### config.mk
export PLATFORM = sky130hd
export DESIGN_NAME = kf8237_address_output_stage
export DESIGN_NICKNAME = d
export VERILOG_FILES = /design/src/rtl/kf8237_address_output_stage.sv
export SDC_FILE = /design/constraint.sdc
export NUM_CORES = 1
export LEC_CHECK = 0
export ABC_AREA = 1
export CAP_MARGIN = 20
export CORE_ASPECT_RATIO = 1.5
export CORE_MARGIN = 4
export CORE_UTILIZATION = 40
export CTS_CLUSTER_SIZE = 28
export DETAILED_ROUTE_END_ITERATION = 12
export PLACE_DENSITY_LB_ADDON = 0.05
export SLEW_MARGIN = 20
export SYNTH_ARGS = -nofsm -noshare
export SYNTH_HDL_FRONTEND = slang
export SYNTH_SLANG_ARGS = --single-unit
export TNS_END_PERCENT = 20
### constraint.sdc
create_clock -name clock -period 2.49 [get_ports clock]
set_input_delay 0.249 -clock clock [delete_from_list [all_inputs] [get_ports clock]]
set_output_delay 0.249 -clock clock [all_outputs]
set_load 0.01 [all_outputs]
### src/rtl/kf8237_address_output_stage.sv
// Upper-address path of the 8237 DMA controller as used on the PC-XT bus.
// Drives AEN and ADSTB, models the 8282 upper-address latch, and holds the 74LS670-style page registers.
module kf8237_address_output_stage #(
   parameter int PAGE_WIDTH = 4
) (
   input  logic                      clock,
   input  logic                      reset,
   input  logic                      hold_acknowledge,
   input  logic                      transfer_start,
   input  logic [1:0]                dma_select,
   input  logic [15:0]               transfer_address,
   input  logic                      next_word,
   input  logic                      update_high_address,
   input  logic                      end_of_process,
   input  logic                      write_page,
   input  logic [1:0]                page_select,
   input  logic [PAGE_WIDTH-1:0]     page_data,
   output logic                      address_enable,
   output logic                      address_strobe,
   output logic [7:0]                data_bus_out,
   output logic                      data_bus_out_enable,
   output logic [16+PAGE_WIDTH-1:0]  address_out,
   output logic                      busy
);

   typedef enum logic [2:0] {
      IDLE,
      SETUP,
      STROBE,
      LATCHED,
      REFRESH
   } stateT;

   stateT                  state_q, state_d;
   logic [PAGE_WIDTH-1:0]  pageReg_q [4];
   logic [PAGE_WIDTH-1:0]  activePage_q, activePage_d;
   logic [7:0]             latch_q, latch_d;
   logic                   terminate;

   assign terminate = end_of_process || !hold_acknowledge;

   // Termination beats every other transition; the latch only loads on a strobe that completes.
   always_comb begin
      state_d      = state_q;
      latch_d      = latch_q;
      activePage_d = activePage_q;
      case (state_q)
         IDLE: begin
            if (transfer_start && hold_acknowledge) begin
               state_d = SETUP;
            end
         end
         SETUP: begin
            if (terminate) begin
               state_d = IDLE;
            end else begin
               activePage_d = pageReg_q[dma_select];
               state_d      = STROBE;
            end
         end
         STROBE: begin
            if (terminate) begin
               state_d = IDLE;
            end else begin
               latch_d = transfer_address[15:8];
               state_d = LATCHED;
            end
         end
         LATCHED: begin
            if (terminate) begin
               state_d = IDLE;
            end else if (next_word && update_high_address) begin
               state_d = REFRESH;
            end
         end
         REFRESH: begin
            if (terminate) begin
               state_d = IDLE;
            end else begin
               state_d = STROBE;
            end
         end
         default: begin
            state_d = IDLE;
         end
      endcase
   end

   // Falling-edge flops keep this stage in step with the address/count register file.
   always_ff @(negedge clock) begin
      if (reset) begin
         state_q      <= IDLE;
         latch_q      <= 8'h00;
         activePage_q <= '0;
         for (int i = 0; i < 4; i++) begin
            pageReg_q[i] <= '0;
         end
      end else begin
         state_q      <= state_d;
         latch_q      <= latch_d;
         activePage_q <= activePage_d;
         if (write_page) begin
            pageReg_q[page_select] <= page_data;
         end
      end
   end

   assign address_enable      = (state_q != IDLE);
   assign busy                = (state_q != IDLE);
   assign address_strobe      = (state_q == STROBE);
   assign data_bus_out_enable = (state_q == STROBE);
   assign data_bus_out        = (state_q == STROBE) ? transfer_address[15:8] : 8'h00;
   assign address_out         = address_enable ? {activePage_q, latch_q, transfer_address[7:0]} : '0;

endmodule

; Yosys cells after proc, flatten, opt, wreduce, memory -nomap -nowiden
; Memories as Yosys holds them, arrays and structs flattened. A register that Yosys moved wholly into a read port is not among the register bits.
; Index checks and enable logic that the tools add are counted.
[word_totals]
mem_count = 1
out_inout_bits = 32
mem_bits_rw = 16
reg_bits = 11
[memory_table]
columns = memory, words, width, rd, rd_clocked_by_memory_dff, wr, line_no
row1 = pageReg_q, 4, 4, 1, 1, 4, 35  ; logic [PAGE_WIDTH-1:0] pageReg_q [4];
[classes]
n_bitwise = 1
n_mux = 16
reduce_logical = 11
n_eq_ne = 6
[op_table]
columns = op, n
row1 = 20-bit 2-to-1 mux, 1
row2 = 3-bit case mux with 4 select lines, 1
row3 = 3-bit 2-to-1 mux, 3
row4 = 8-bit 2-to-1 mux, 1
row5 = "3-bit by 2-bit equality test with 1-bit output, second input constant", 2
row6 = 1-bit 2-to-1 mux, 6
row7 = 2-bit 2-to-1 mux, 3
row8 = 2-bit AND reduction, 3
row9 = 4-bit 2-to-1 mux, 1
row10 = 4-bit OR reduction, 1
row11 = "3-bit by 1-bit equality test with 1-bit output, second input constant", 1
row12 = "3-bit equality test, second input constant", 1
row13 = 3-bit logical NOT, 1
row14 = "3-bit != test, second input constant", 1
row15 = 3-bit nonzero test, 1
row16 = 1-bit logical AND, 2
row17 = "2-bit != test, second input constant", 1
row18 = 2-bit OR reduction, 1
row19 = 1-bit logical NOT, 1
row20 = 1-bit logical OR, 1
row21 = 1-bit inverter, 1

; Depth between registers and ports, before layout
[logic_depth]
ltp_word = 5
ltp_mapped = 8
ltp_nobuf = 7

==> impl_results.md <==
* Die area at 0.00544 mm^2
* Latest clock arrival within the worst-skew pair at 0.35 ns
* 1st-iter DRT viols at 25
* Outcome: finished, violations left
* Cts hold-fix bufs at 0
* Failing checks: setup timing
* Grt ovf at 0
* Yosys cell types at 15
* Die width at 61.5 um
* Clock skew at ~0.013 ns
* DRT antenna net count at 0
* CTS tree: yes
* Worst slew pin tran at ~0.24 ns
* Drt total wl at 4640 um
* Hold WS at 0.522 ns
* Critical Path RT at 2.24 ns
* Cts bufs inserted at 5
* Pwr dens at 582 mW/mm^2
* Number of H-tree levels at 2
* Tot Pwr at 0.00158 W
* Hold endpoint: latch_q[1]
* Largest net degree at the start of global routing at 21
* Mapped Area at roughly 0.0017 mm^2
* DR DRC count at 0
* Reg clk slew, reported paths at roughly 0.030 ns
* Routability cong. at roughly 0.70
* Peak VDD IR at approximately 0.43 mV
* Port buffer count at 63
* CP bufs+invs at 4
* DP HPWL at approximately 3500 um
* Vias in the first global route at roughly 1,900
* CP Max Fanout at 7
* Post-Syn Instances at 259
* Syn nets at about 290
* Share of layout cells above drive strength 1 at 0.235
* Hold path start: latch_q[1]
* R2R Path Start: state_q[0]
* Max Slew Vio Count at 0
* Mapped Avg Cell Area at 6.64 um^2
* Most frequent cell on the critical path: inv_4
* FF+latch count, synth at 31
* Max Cap Violations at 0
* Worst min path class: flip-flop to flip-flop
* Final Net Count at 409
* Register-to-register setup slack at around 1.4 ns
* ANT cells at 0
* Synth Warn # at 0
* Final worst slack at -0.325 ns
* Initial core utilization at 0.409
* DR pass1 iterations at 4
* Via-to-Cell Ratio at around 4.4
* Worst Hold Depth at 4
* Crit path kind: flip-flop to output port
* Setup crit end kind: output port
* CP Launch Type: flip-flop
* Critical path data arrival time at around 2.6 ns
* Row count at 29
* CP max stage delay at 0.35 ns
* Critical Path, Cell by Cell: inv_4, nand2_4, nor2_4, inv_4, buf_6, nor2_2, buf_2
* Gr usage total at 0.176
* Leak pwr at ~1.6 nW
* Number of clock sinks at 31
* Core Util, Final at 0.644
* Root Driver: clkbuf_8
* Std-Cell Core Area at 0.00421 mm^2
* # IOs at 64
* Final Hold Fails at 0
* RSZ-0062 raised after global routing: yes
* Pre-CTS setup slack at -0.370 ns
* Chip Height at 88.3 um
* CP max-delay cell: dfxtp_4
* Area Overhead vs Synth at 57.7%
* Wirelength per Cell at approximately 11 um
* R2R depth at 7
* Fin Setup TNS at -8.39 ns
* Initial antenna violation count at 0
* Routed vias at about 1,900
* Global-route wire length before repair at just over 7000 um
* Seq/Total Area, Yosys at 0.454
* CP delay by family, top: buffers and inverters
* Final setup vio count at 32
* Slew margin rel. at 0.842
* Worst reg2reg path endpoint: latch_q[1]
* Fill cell count at approximately 400
* Max Buffers Root-to-Sink at 2
[power breakdown]
part | switching (W) | internal [W] | total (W)
clock | 0.000299 | 0.000253 | 0.000553
sequential | 0.0000153 | 0.000576 | 0.000591
combinational | 0.000210 | 0.000224 | 0.000434
[worst min-delay path, delay by kind of cell (launching register included)]
| family | cells | cell delay (ns) |
|---|---|---|
| buffers and inverters | 1 | 0.06 |
| and+or+nand+nor | 3 | 0.13 |
| DFF | 1 | 0.29 |
[sequential cells by signal (all words and copies together) (netlist names)]
signal	count
pageReg_q	16
state_q	3
latch_q	8
activePage_q	4
[per-stage QoR]
| stage | cell area [um^2] | std cells |
|---|---|---|
| floorplan | 1720 | 259 |
| global placement | 2500 | 380 |
| detailed placement | 2500 | 380 |
| CTS | 2590 | 420 |
| global route | 2710 | 424 |
| finish | 2710 | 424 |
[cells by family after synthesis]
family | Yosys count | share of synthesized area
buffers and inverters | 70 | 0.174
AND/OR/NAND/NOR | 157 | 0.369
AO/OA/AOI/OAI | 1 | 0.00291
flip-flops | 31 | 0.454
[synthesized netlist by cell type (all sizes together)]
cell type	instances	area share
a21oi	1	0.0029
buf	7	0.031
clkbuf	1	0.0080
dfxtp	15	0.17
edfxtp	16	0.28
inv	62	0.14
nand2	66	0.15
nand3	13	0.038
nand4	1	0.0036
nor2	77	0.18
[timing repair]
action	CTS	global route
setup endpoints to repair	32	44
pin swaps	2	3
gates cloned	0	1
gates resized for setup	131	29
setup buffers	2	3
[final cells by class]
type	instances	area, um^2	share of cell area
clock buffer	5	68.8	0.0254
clock inverter	34	130	0.0480
inverter	61	236	0.0872
multi-input combinational	158	688	0.254
sequential	31	790	0.291
tap	46	57.6	0.0212
timing repair buffer	89	742	0.274
[placed cells by master (no fill, tap or decap)]
master            n
nand2_1          59
buf_2            27
clkdlybuf4s15_2   2
nor2_2            7
clkbuf_16         1
nand4_1           1
nand2_4           2
inv_1            90
inv_4             3
dfxtp_1          12
a21oi_1           1
nor2_4            4
buf_4            20
clkinvlp_2        2
edfxtp_1         16
buf_6             7
dfxtp_4           2
clkbuf_8          5
nand3_1          13
nor2_1           66
buf_12            1
nand2_2           5
dfxtp_2           1
clkdlybuf4s50_1  31
[worst max path at each step]
stage | start | slack [ns] | end | cells past startpoint
detailed placement | state_q[2] | -0.37 | data_bus_out[2] | 5
global route | state_q[0] | -0.38 | data_bus_out[2] | 7
CTS | state_q[2] | -0.37 | address_out[16] | 6
floorplan | state_q[2] | -0.03 | address_out[0] | 5
finish | state_q[0] | -0.32 | data_bus_out[2] | 7
global placement | state_q[2] | -0.36 | data_bus_out[2] | 5
[per-layer routing]
metal	vias up	GRT usage	share of wire
li1	979	-	-
met4	0	0.0849	0.0054
met3	4	0.0482	0.045
met5	-	0	0
met2	47	0.345	0.59
met1	820	0.154	0.36
Power figures use the tool's default switching activity.
